--- config.mk ---
export PLATFORM = sky130hd
export DESIGN_NAME = simon64_96_key_schedule
export DESIGN_NICKNAME = d
export VERILOG_FILES = /design/src/rtl/simon64_96_pkg.sv /design/src/rtl/simon64_96_key_step.sv /design/src/rtl/simon64_96_key_schedule.sv
export SDC_FILE = /design/constraint.sdc
export NUM_CORES = 1
export LEC_CHECK = 0
export BUFFER_PORTS_ARGS = -buffer_cell sky130_fd_sc_hd__buf_2
export CAP_MARGIN = 20
export CELL_PAD_IN_SITES_DETAIL_PLACEMENT = 2
export CELL_PAD_IN_SITES_GLOBAL_PLACEMENT = 2
export CORE_MARGIN = 3
export CORE_UTILIZATION = 32
export CTS_CLUSTER_DIAMETER = 50
export DETAILED_ROUTE_END_ITERATION = 16
export MAX_ROUTING_LAYER = met4
export PLACE_DENSITY_LB_ADDON = 0.1
export SYNTH_ARGS = -nofsm -noshare
export SYNTH_HDL_FRONTEND = slang
export SYNTH_SLANG_ARGS = --single-unit
--- constraint.sdc ---
create_clock -name clk -period 2.86 [get_ports clk]
set_clock_uncertainty 0.1 [all_clocks]
set_input_delay 0.572 -clock clk [delete_from_list [all_inputs] [get_ports clk]]
set_output_delay 0.572 -clock clk [all_outputs]
set_load 0.01 [all_outputs]
--- src/rtl/simon64_96_pkg.sv ---
// Shared constants and types for the SIMON64/96 key schedule.
package simon64_96_pkg;

    localparam int WORD_W     = 32;
    localparam int KEY_WORDS  = 3;
    localparam int NUM_ROUNDS = 42;
    localparam int Z_LEN      = 62;

    localparam logic [WORD_W-1:0] C_CONST = 32'hFFFF_FFFC;

    // z2 sequence written as published, leftmost digit first.
    localparam logic [Z_LEN-1:0] Z2_DIGITS =
        62'b10101111011100000011010010011000101000010001111110010110110011;

    // Reverse the digit string so that Z2[i] is the i-th digit of the sequence.
    function automatic logic [Z_LEN-1:0] rev_z(input logic [Z_LEN-1:0] v);
        logic [Z_LEN-1:0] r;
        for (int i = 0; i < Z_LEN; i++) begin
            r[i] = v[Z_LEN-1-i];
        end
        return r;
    endfunction

    localparam logic [Z_LEN-1:0] Z2 = rev_z(Z2_DIGITS);

    typedef enum logic {
        ST_IDLE = 1'b0,
        ST_RUN  = 1'b1
    } state_e;

endpackage

--- src/rtl/simon64_96_key_step.sv ---
// One SIMON64/96 key-expansion step: new window word from w0, w2 and the z bit.
module simon64_96_key_step
    import simon64_96_pkg::*;
(
    input  logic [WORD_W-1:0] w0_i,
    input  logic [WORD_W-1:0] w2_i,
    input  logic              zbit_i,
    output logic [WORD_W-1:0] knew_o
);

    logic [WORD_W-1:0] ror3;
    logic [WORD_W-1:0] ror4;

    assign ror3 = {w2_i[2:0], w2_i[WORD_W-1:3]};
    assign ror4 = {w2_i[3:0], w2_i[WORD_W-1:4]};

    // The constant folds the bitwise inversion of w0 and the low "3" together.
    assign knew_o = C_CONST ^ {{(WORD_W-1){1'b0}}, zbit_i} ^ w0_i ^ ror3 ^ ror4;

endmodule

--- src/rtl/simon64_96_key_schedule.sv ---
// SIMON64/96 key schedule: accepts a 96-bit key and streams 42 round subkeys
// with a valid/ready handshake, one per cycle at full throughput.
module simon64_96_key_schedule #(
    parameter int NUM_ROUNDS = 42,
    parameter int WORD_W     = 32
) (
    input  logic                clk,
    input  logic                rst_n,
    input  logic [3*WORD_W-1:0] key_in,
    input  logic                key_valid,
    output logic                key_ready,
    output logic [WORD_W-1:0]   subkey,
    output logic [5:0]          round_idx,
    output logic                subkey_valid,
    input  logic                subkey_ready,
    output logic                last,
    output logic                busy
);

    import simon64_96_pkg::*;

    localparam logic [5:0] LAST_IDX = 6'(NUM_ROUNDS - 1);
    localparam logic [5:0] ZI_MAX   = 6'(Z_LEN - 1);

    state_e            state_q;
    logic [WORD_W-1:0] w0_q;
    logic [WORD_W-1:0] w1_q;
    logic [WORD_W-1:0] w2_q;
    logic [5:0]        idx_q;
    logic [5:0]        zi_q;

    logic [WORD_W-1:0] knew_d;
    logic [5:0]        idx_d;
    logic [5:0]        zi_d;
    logic              key_acc;
    logic              sk_hs;
    logic              is_last;

    assign key_acc = (state_q == ST_IDLE) && key_valid;
    assign sk_hs   = (state_q == ST_RUN) && subkey_ready;
    assign is_last = (state_q == ST_RUN) && (idx_q == LAST_IDX);
    assign idx_d   = idx_q + 6'd1;
    // z index wraps over the 62-entry sequence even though 42 rounds never reach it.
    assign zi_d    = (zi_q == ZI_MAX) ? 6'd0 : zi_q + 6'd1;

    simon64_96_key_step u_step (
        .w0_i   (w0_q),
        .w2_i   (w2_q),
        .zbit_i (Z2[zi_q]),
        .knew_o (knew_d)
    );

    // FSM plus window and counters: load on key accept, slide on each subkey handshake.
    always_ff @(posedge clk or negedge rst_n) begin
        if (!rst_n) begin
            state_q <= ST_IDLE;
            w0_q    <= '0;
            w1_q    <= '0;
            w2_q    <= '0;
            idx_q   <= '0;
            zi_q    <= '0;
        end else begin
            case (state_q)
                ST_IDLE: begin
                    if (key_acc) begin
                        w0_q    <= key_in[WORD_W-1:0];
                        w1_q    <= key_in[2*WORD_W-1:WORD_W];
                        w2_q    <= key_in[3*WORD_W-1:2*WORD_W];
                        idx_q   <= '0;
                        zi_q    <= '0;
                        state_q <= ST_RUN;
                    end
                end
                ST_RUN: begin
                    if (sk_hs && is_last) begin
                        state_q <= ST_IDLE;
                    end else if (sk_hs) begin
                        w0_q  <= w1_q;
                        w1_q  <= w2_q;
                        w2_q  <= knew_d;
                        idx_q <= idx_d;
                        zi_q  <= zi_d;
                    end
                end
                default: state_q <= ST_IDLE;
            endcase
        end
    end

    assign key_ready    = (state_q == ST_IDLE);
    assign busy         = (state_q == ST_RUN);
    assign subkey_valid = (state_q == ST_RUN);
    assign subkey       = w0_q;
    assign round_idx    = idx_q;
    assign last         = is_last;

endmodule

* Word-level counts from Yosys, hierarchy flattened
Memory sizes are Yosys's and may differ from the RTL's.
Cells that the tools add are included.
** Storage, ports and cells
- Input bits :: 100
- Bits in read-only memories :: 64
- Latch bits :: 0
- Logic and storage cells :: 48
- Output and inout bits :: 42
- Memory bits (writable) :: 0
- Memories :: 1
- Register bits after elaboration :: 109
** Memory list
- (name not given) :: words 64, bits a word 1, rd ports 1, clocked after memory_dff 0, wr ports 0, line simon64_96_key_schedule.sv:49 : .zbit_i (Z2[zi_q]),
** Cells by class
- $lt $le $gt $ge :: 1
- Equal/unequal tests :: 5
- Multiply operators :: 0
- Shift-type cells :: 0
- Div/mod/pow operators :: 0
- Mux-type cells :: 24
- Reduce and logical (&&, ||, !) cells :: 5
- Bitwise logic cells :: 4
- Add/subtract/negate cells :: 2
** Operators by type and width (count)
- 2-to-1 mux 32 bit :: 9
- case mux 32 bit (2 select lines) :: 3
- XOR 32 bit :: 3
- 2-to-1 mux 6 bit :: 6
- case mux 6 bit (2 select lines) :: 2
- adder 6 x 1 -> 6 bit, second input constant :: 2
- == test 6 bit, second input constant :: 2
- less-than comparator 6 x 7 -> 1 bit, second input constant :: 1
- logical AND 1 bit :: 4
- inequality test 2 x 1 -> 1 bit, second input constant :: 2
- 2-to-1 mux 1 bit :: 3
- AND reduction 3 bit :: 1
- inequality test 2 bit, second input constant :: 1
- case mux 1 bit (2 select lines) :: 1
- inverter 1 bit :: 1

* Logic depth before layout (Yosys ltp)
- Depth in word-level cells :: 8
- Gate-level depth with buffers :: 9
- Depth with buffers taken out :: 8

* Hierarchy
A second synthesis with hierarchy kept.
** Second synthesis, totals
- Cells, all modules :: 581
- Area, all modules :: 5850.6 um^2
** By module, submodules not included
- simon64_96_key_schedule :: sequential area each 2727.6 um^2, cells an instance 516, area an instance 5281.3 um^2, times used 1
- simon64_96_key_step :: sequential area each 0.0 um^2, cells an instance 65, area an instance 569.3 um^2, times used 1

* Least setup slack after synthesis
No wires, ideal clock.
- Path kind :: flip-flop to flip-flop
- Start :: register zi_q[0]
- End :: register w2_q[0]
- Setup time :: 131 ps
- Data arrival time :: 1752 ps
- Cell stages (with the launch flop) :: 7
- Required time :: 2629 ps
- Setup slack :: 877 ps
- Buffers on the path :: 0
- Clock period less this slack :: 1983 ps
- Path through :: dfrtp_1 inv_1 ha_1 mux4_2 a211oi_1 or3b_1 nand3_1
** Between the ends
- Cells in the longest elaborated chain, start to end :: 8
** RTL lines
- from (decl) :: line simon64_96_key_schedule.sv:30 : logic [5:0] zi_q;
- from (signal assigned) :: line simon64_96_key_schedule.sv:82 : zi_q <= zi_d;
- memory read (64 x 1 bit)
- 2-to-1 mux 1 bit (implied by the code) :: line simon64_96_key_schedule.sv:49
- XOR 32 bit (3 in series) :: line simon64_96_key_step.sv:18 : assign knew_o = C_CONST ^ {{(WORD_W-1){1'b0}}, zbit_i} ^ w0_i ^ ror3 ^ ror4;
- 2-to-1 mux 32 bit :: line simon64_96_key_schedule.sv:77 : end else if (sk_hs) begin
- 2-to-1 mux 32 bit :: line simon64_96_key_schedule.sv:75 : if (sk_hs && is_last) begin
- case mux 32 bit (2 select lines) :: line simon64_96_key_schedule.sv:63 : case (state_q)
- to (signal assigned) :: line simon64_96_key_schedule.sv:68 : w2_q <= key_in[3*WORD_W-1:2*WORD_W];
- to (signal assigned) :: line simon64_96_key_schedule.sv:80 : w2_q <= knew_d;
- to (decl) :: line simon64_96_key_schedule.sv:28 : logic [WORD_W-1:0] w2_q;
No other way between the ends. The select of a mux whose other input is x is not followed.
A chain may end at the register's enable or synchronous reset.

* Worst setup path in the final report
- Start :: register state_q (netlist: busy)
- End :: output busy
** RTL lines
- from (decl) :: line simon64_96_key_schedule.sv:25 : state_e state_q;
- from (signal assigned) :: line simon64_96_key_schedule.sv:56 : state_q <= ST_IDLE;
- from (signal assigned) :: line simon64_96_key_schedule.sv:71 : state_q <= ST_RUN;
- from (signal assigned) :: line simon64_96_key_schedule.sv:76 : state_q <= ST_IDLE;
- to (decl) :: line simon64_96_key_schedule.sv:17 : output logic busy
No word-level cell between the ends.

==> impl_metrics.xml <==
<?xml version="1.0" encoding="UTF-8"?>
<metrics>
  <group name="run_status">
    <metric name="outcome" unit="">finished, final reports clean</metric>
  </group>
  <group name="floorplan">
    <metric name="fp.dieArea" unit="um2">19700</metric>
    <metric name="placementRows" unit="">48</metric>
    <metric name="die_h" unit="um">140</metric>
    <metric name="core_outline_area" unit="um2">17500</metric>
    <metric name="initial_core_util" unit="%">33.0</metric>
    <metric name="io_pins" unit="">142</metric>
    <metric name="chipWidth" unit="um">140</metric>
  </group>
  <group name="synth">
    <metric name="postSynthCellCount" unit="">610</metric>
    <metric name="synth_edf_count" unit="">0</metric>
    <metric name="ys_top_cells_by_area" unit="">dfrtp_1 47%, mux2i_1 11%, o21ai_0 11%</metric>
    <metric name="syn_area" unit="um2">5770</metric>
    <metric name="yosys.area.top_type" unit="">dfrtp_1</metric>
    <metric name="synth.ff_latch_count" unit="">109</metric>
    <metric name="dominantRegCellSynth" unit="">dfrtp_1</metric>
    <metric name="netlist_cell_types" unit="">41</metric>
    <metric name="asyncSetResetFlopFracSynth" unit="%">100</metric>
    <metric name="syn_nets" unit="">717</metric>
    <metric name="synth_top_area_share" unit="%">47.3</metric>
    <metric name="synth.avg_cell_area" unit="um2">9.46</metric>
    <metric name="yosysWarningCount" unit="">0</metric>
    <metric name="synth-seq-area-share" unit="%">47.3</metric>
  </group>
  <group name="timing">
    <metric name="worst_hold_margin" unit="ns">0.0840</metric>
    <metric name="achievable_frequency" unit="MHz">394</metric>
    <metric name="relSlewSlack" unit="%">40.6</metric>
    <metric name="worst_pin_slew" unit="ns">0.879</metric>
    <metric name="hold_viol_final" unit="">0</metric>
    <metric name="setup_tns" unit="ns">0</metric>
    <metric name="report.final.slew_viol_count" unit="">0</metric>
    <metric name="final_min_period_over_clock_period" unit="%">88.8</metric>
    <metric name="post-route-min-period" unit="ns">2.54</metric>
    <metric name="grt_setup_unrepaired" unit="">false</metric>
    <metric name="final-setup-viol-count" unit="">0</metric>
    <metric name="postLayoutSetupSlackWorst" unit="ns">0.321</metric>
  </group>
  <group name="critical_path">
    <metric name="cp_data_required_time" unit="ns">2.19</metric>
    <metric name="setup.worst_path.start_class" unit="">register</metric>
    <metric name="timing_worst_setup_path_type" unit="">register to primary output</metric>
    <metric name="worst_ep_arrival_time" unit="ns">1.87</metric>
    <metric name="path_max_fanout" unit="">53</metric>
    <metric name="crit_path_end_kind" unit="">primary output</metric>
  </group>
  <group name="layout">
    <metric name="final-instance-count-excl-fill" unit="">959</metric>
    <metric name="final_net_count" unit="">835</metric>
    <metric name="multi_input_comb_area" unit="um2">2840</metric>
    <metric name="drive_gt1_share" unit="%">22.8</metric>
    <metric name="area_growth" unit="%">21.0</metric>
    <metric name="seqCellArea" unit="um2">2730</metric>
    <metric name="fillers" unit="">1941</metric>
    <metric name="postLayoutCoreUtil" unit="%">39.9</metric>
  </group>
  <group name="global_routing">
    <metric name="met2_usage" unit="%">30.0</metric>
    <metric name="grt_overflow" unit="">0</metric>
    <metric name="grt.met1_usage" unit="%">23.4</metric>
    <metric name="vias_in_the_first_global_route" unit="">5317</metric>
    <metric name="grtUsageMet3" unit="%">3.00</metric>
    <metric name="grt_start_max_net_pins" unit="">83</metric>
    <metric name="initial_antenna_violation_count" unit="">2</metric>
    <metric name="grt_pass1_wl" unit="um">28200</metric>
    <metric name="gr-max-usage-layer" unit="">met2</metric>
    <metric name="grtUsageTotal" unit="%">18.1</metric>
  </group>
  <group name="power_and_ir_drop">
    <metric name="power.density" unit="nW/um2">1030</metric>
    <metric name="p_leak" unit="uW">0.00358</metric>
    <metric name="ir_worst_vdd" unit="mV">0.358</metric>
  </group>
  <group name="cts">
    <metric name="cts.repair.resized" unit="">0</metric>
    <metric name="htree_levels" unit="">3</metric>
    <metric name="post-cts-setup-buffers" unit="">0</metric>
    <metric name="cts.sink_count" unit="">109</metric>
    <metric name="tritoncts" unit="">done</metric>
    <metric name="hold_buffers" unit="">0</metric>
    <metric name="clockRootBuffer" unit="">clkbuf_16</metric>
    <metric name="clk_pin_slew_worst_paths" unit="ns">0.08</metric>
    <metric name="insertion_delay" unit="ns">0.35</metric>
    <metric name="clock_buffer_count_from_cts" unit="">9</metric>
    <metric name="cts.path.max_buffers" unit="">2</metric>
  </group>
  <group name="detailed_routing">
    <metric name="postRouteAntennaNets" unit="">0</metric>
    <metric name="drc_errors" unit="">0</metric>
    <metric name="route.vias.total" unit="">4777</metric>
    <metric name="drt-initial-drc-count" unit="">106</metric>
    <metric name="drt-pass1-iter-count" unit="">4</metric>
    <metric name="wl_per_cell" unit="um">17.8</metric>
    <metric name="wl" unit="um">17100</metric>
    <metric name="drt-vias-per-instance" unit="">4.98</metric>
  </group>
  <group name="min_path">
    <metric name="worst_hold_path_type" unit="">input pin to asynchronous set/reset pin</metric>
  </group>
  <group name="placement">
    <metric name="post-dp-hpwl" unit="um">12200</metric>
    <metric name="dp.cells" unit="">942</metric>
    <metric name="gp_congestion" unit="">0.752</metric>
    <metric name="pre_cts_slack" unit="ns">0.563</metric>
    <metric name="port_buffers" unit="">141</metric>
  </group>
  <group name="flow_run">
    <metric name="cap_viol_max_count" unit="">0</metric>
  </group>
</metrics>
[final timing paths]
kind | startpoint | endpoint | slack, ns | cells past startpoint
setup / recovery | busy$_DFF_PN0_ | busy | 0.32 | 2
hold / removal | rst_n | round_idx[5]$_DFFE_PN0P_ | 0.08 | 1
setup reg to reg | busy$_DFF_PN0_ | subkey[16]$_DFFE_PN0P_ | 0.57 | 4
hold reg to reg | w1_q[27]$_DFFE_PN0P_ | w1_q[27]$_DFFE_PN0P_ | 0.39 | 2
max in group asynchronous | rst_n | w1_q[17]$_DFFE_PN0P_ | 1.88 | 2
min in group clk | subkey_ready | busy$_DFF_PN0_ | 0.38 | 2
[routing by layer]
layer	part of all wire, %	routed length (um)	vias to the layer above
met5	0	0	-
met4	0.97	165	0
met3	3.5	599	11
met2	50	8550	81
met1	46	7790	2385
li1	-	-	2300
[registers in the layout, indices dropped and copies added, names as in the netlist]
signal	cells
subkey	32
busy	1
w2_q	32
round_idx	6
zi_q	6
w1_q	32
[cells in the mapped netlist (all sizes together), types with 2 or more instances]
cell type and number:
a21oi 8, and3 4, buf 16, clkbuf 24, dfrtp 109, ha 7
inv 7, mux2i 66, nand2 132, nand3 2, nand4 2, nor2 8
nor3 2, o21ai 130, o31ai 2, or3 2, or3b 3, xnor2 64
xor2 5
[through the flow]
| step | total power (uW) | cell area (um2) |
|---|---|---|
| finish | 7180 | 6980 |
| global route | 7890 | 6980 |
| CTS | 7320 | 6970 |
| detailed placement | 5940 | 6670 |
| global placement | 5710 | 6670 |
| floorplan | 4900 | 5770 |
[layout make-up]
| type | instances | area share [%] |
|---|---|---|
| Antenna cell | 3 | 0.108 |
| Inverter | 8 | 0.430 |
| Timing Repair Buffer | 147 | 11.3 |
| Tap cell | 225 | 4.03 |
| Multi-Input combinational cell | 453 | 40.7 |
| Sequential cell | 109 | 39.1 |
| Clock buffer | 11 | 3.62 |
| Clock inverter | 3 | 0.663 |
[critical path, cell delays in order, from the launching register on]
cell     delay [ns]
dfrtp_4        0.62
buf_4          0.63
buf_2          0.25
[kinds of logic after synthesis]
family / after synthesis / share of synthesized area (%)
simple gates: 161 / 11.7
compound gates: 149 / 13.5
flops: 109 / 47.3
xor+xnor: 69 / 10.5
mux: 67 / 11.8
buf+inv: 48 / 3.69
fa+ha+maj: 7 / 1.52
[power breakdown]
group          leakage (uW)  switching (uW)  internal [uW]
Combinational       0.00209            1430           1480
Sequential          0.00135             787           2170
Clock              0.000144             593            721
Total               0.00358            2810           4370
[layout by cell type (no fill, tap or decap), drive strengths merged, types with 2 or more instances in the layout]
| master | n |
|---|---|
| diode | 3 |
| nor3 | 2 |
| xor2 | 5 |
| o21ai | 130 |
| mux2i | 66 |
| o31ai | 2 |
| dfrtp | 109 |
| a21oi | 8 |
| clkbuf | 11 |
| and3 | 4 |
| ha | 7 |
| xnor2 | 64 |
| inv | 7 |
| nand3 | 2 |
| nor2 | 8 |
| or3 | 2 |
| clkinv | 2 |
| nand2 | 132 |
| buf | 147 |
| or3b | 3 |
| nand4 | 2 |
Note: power is estimated with default switching activity, not from simulation.
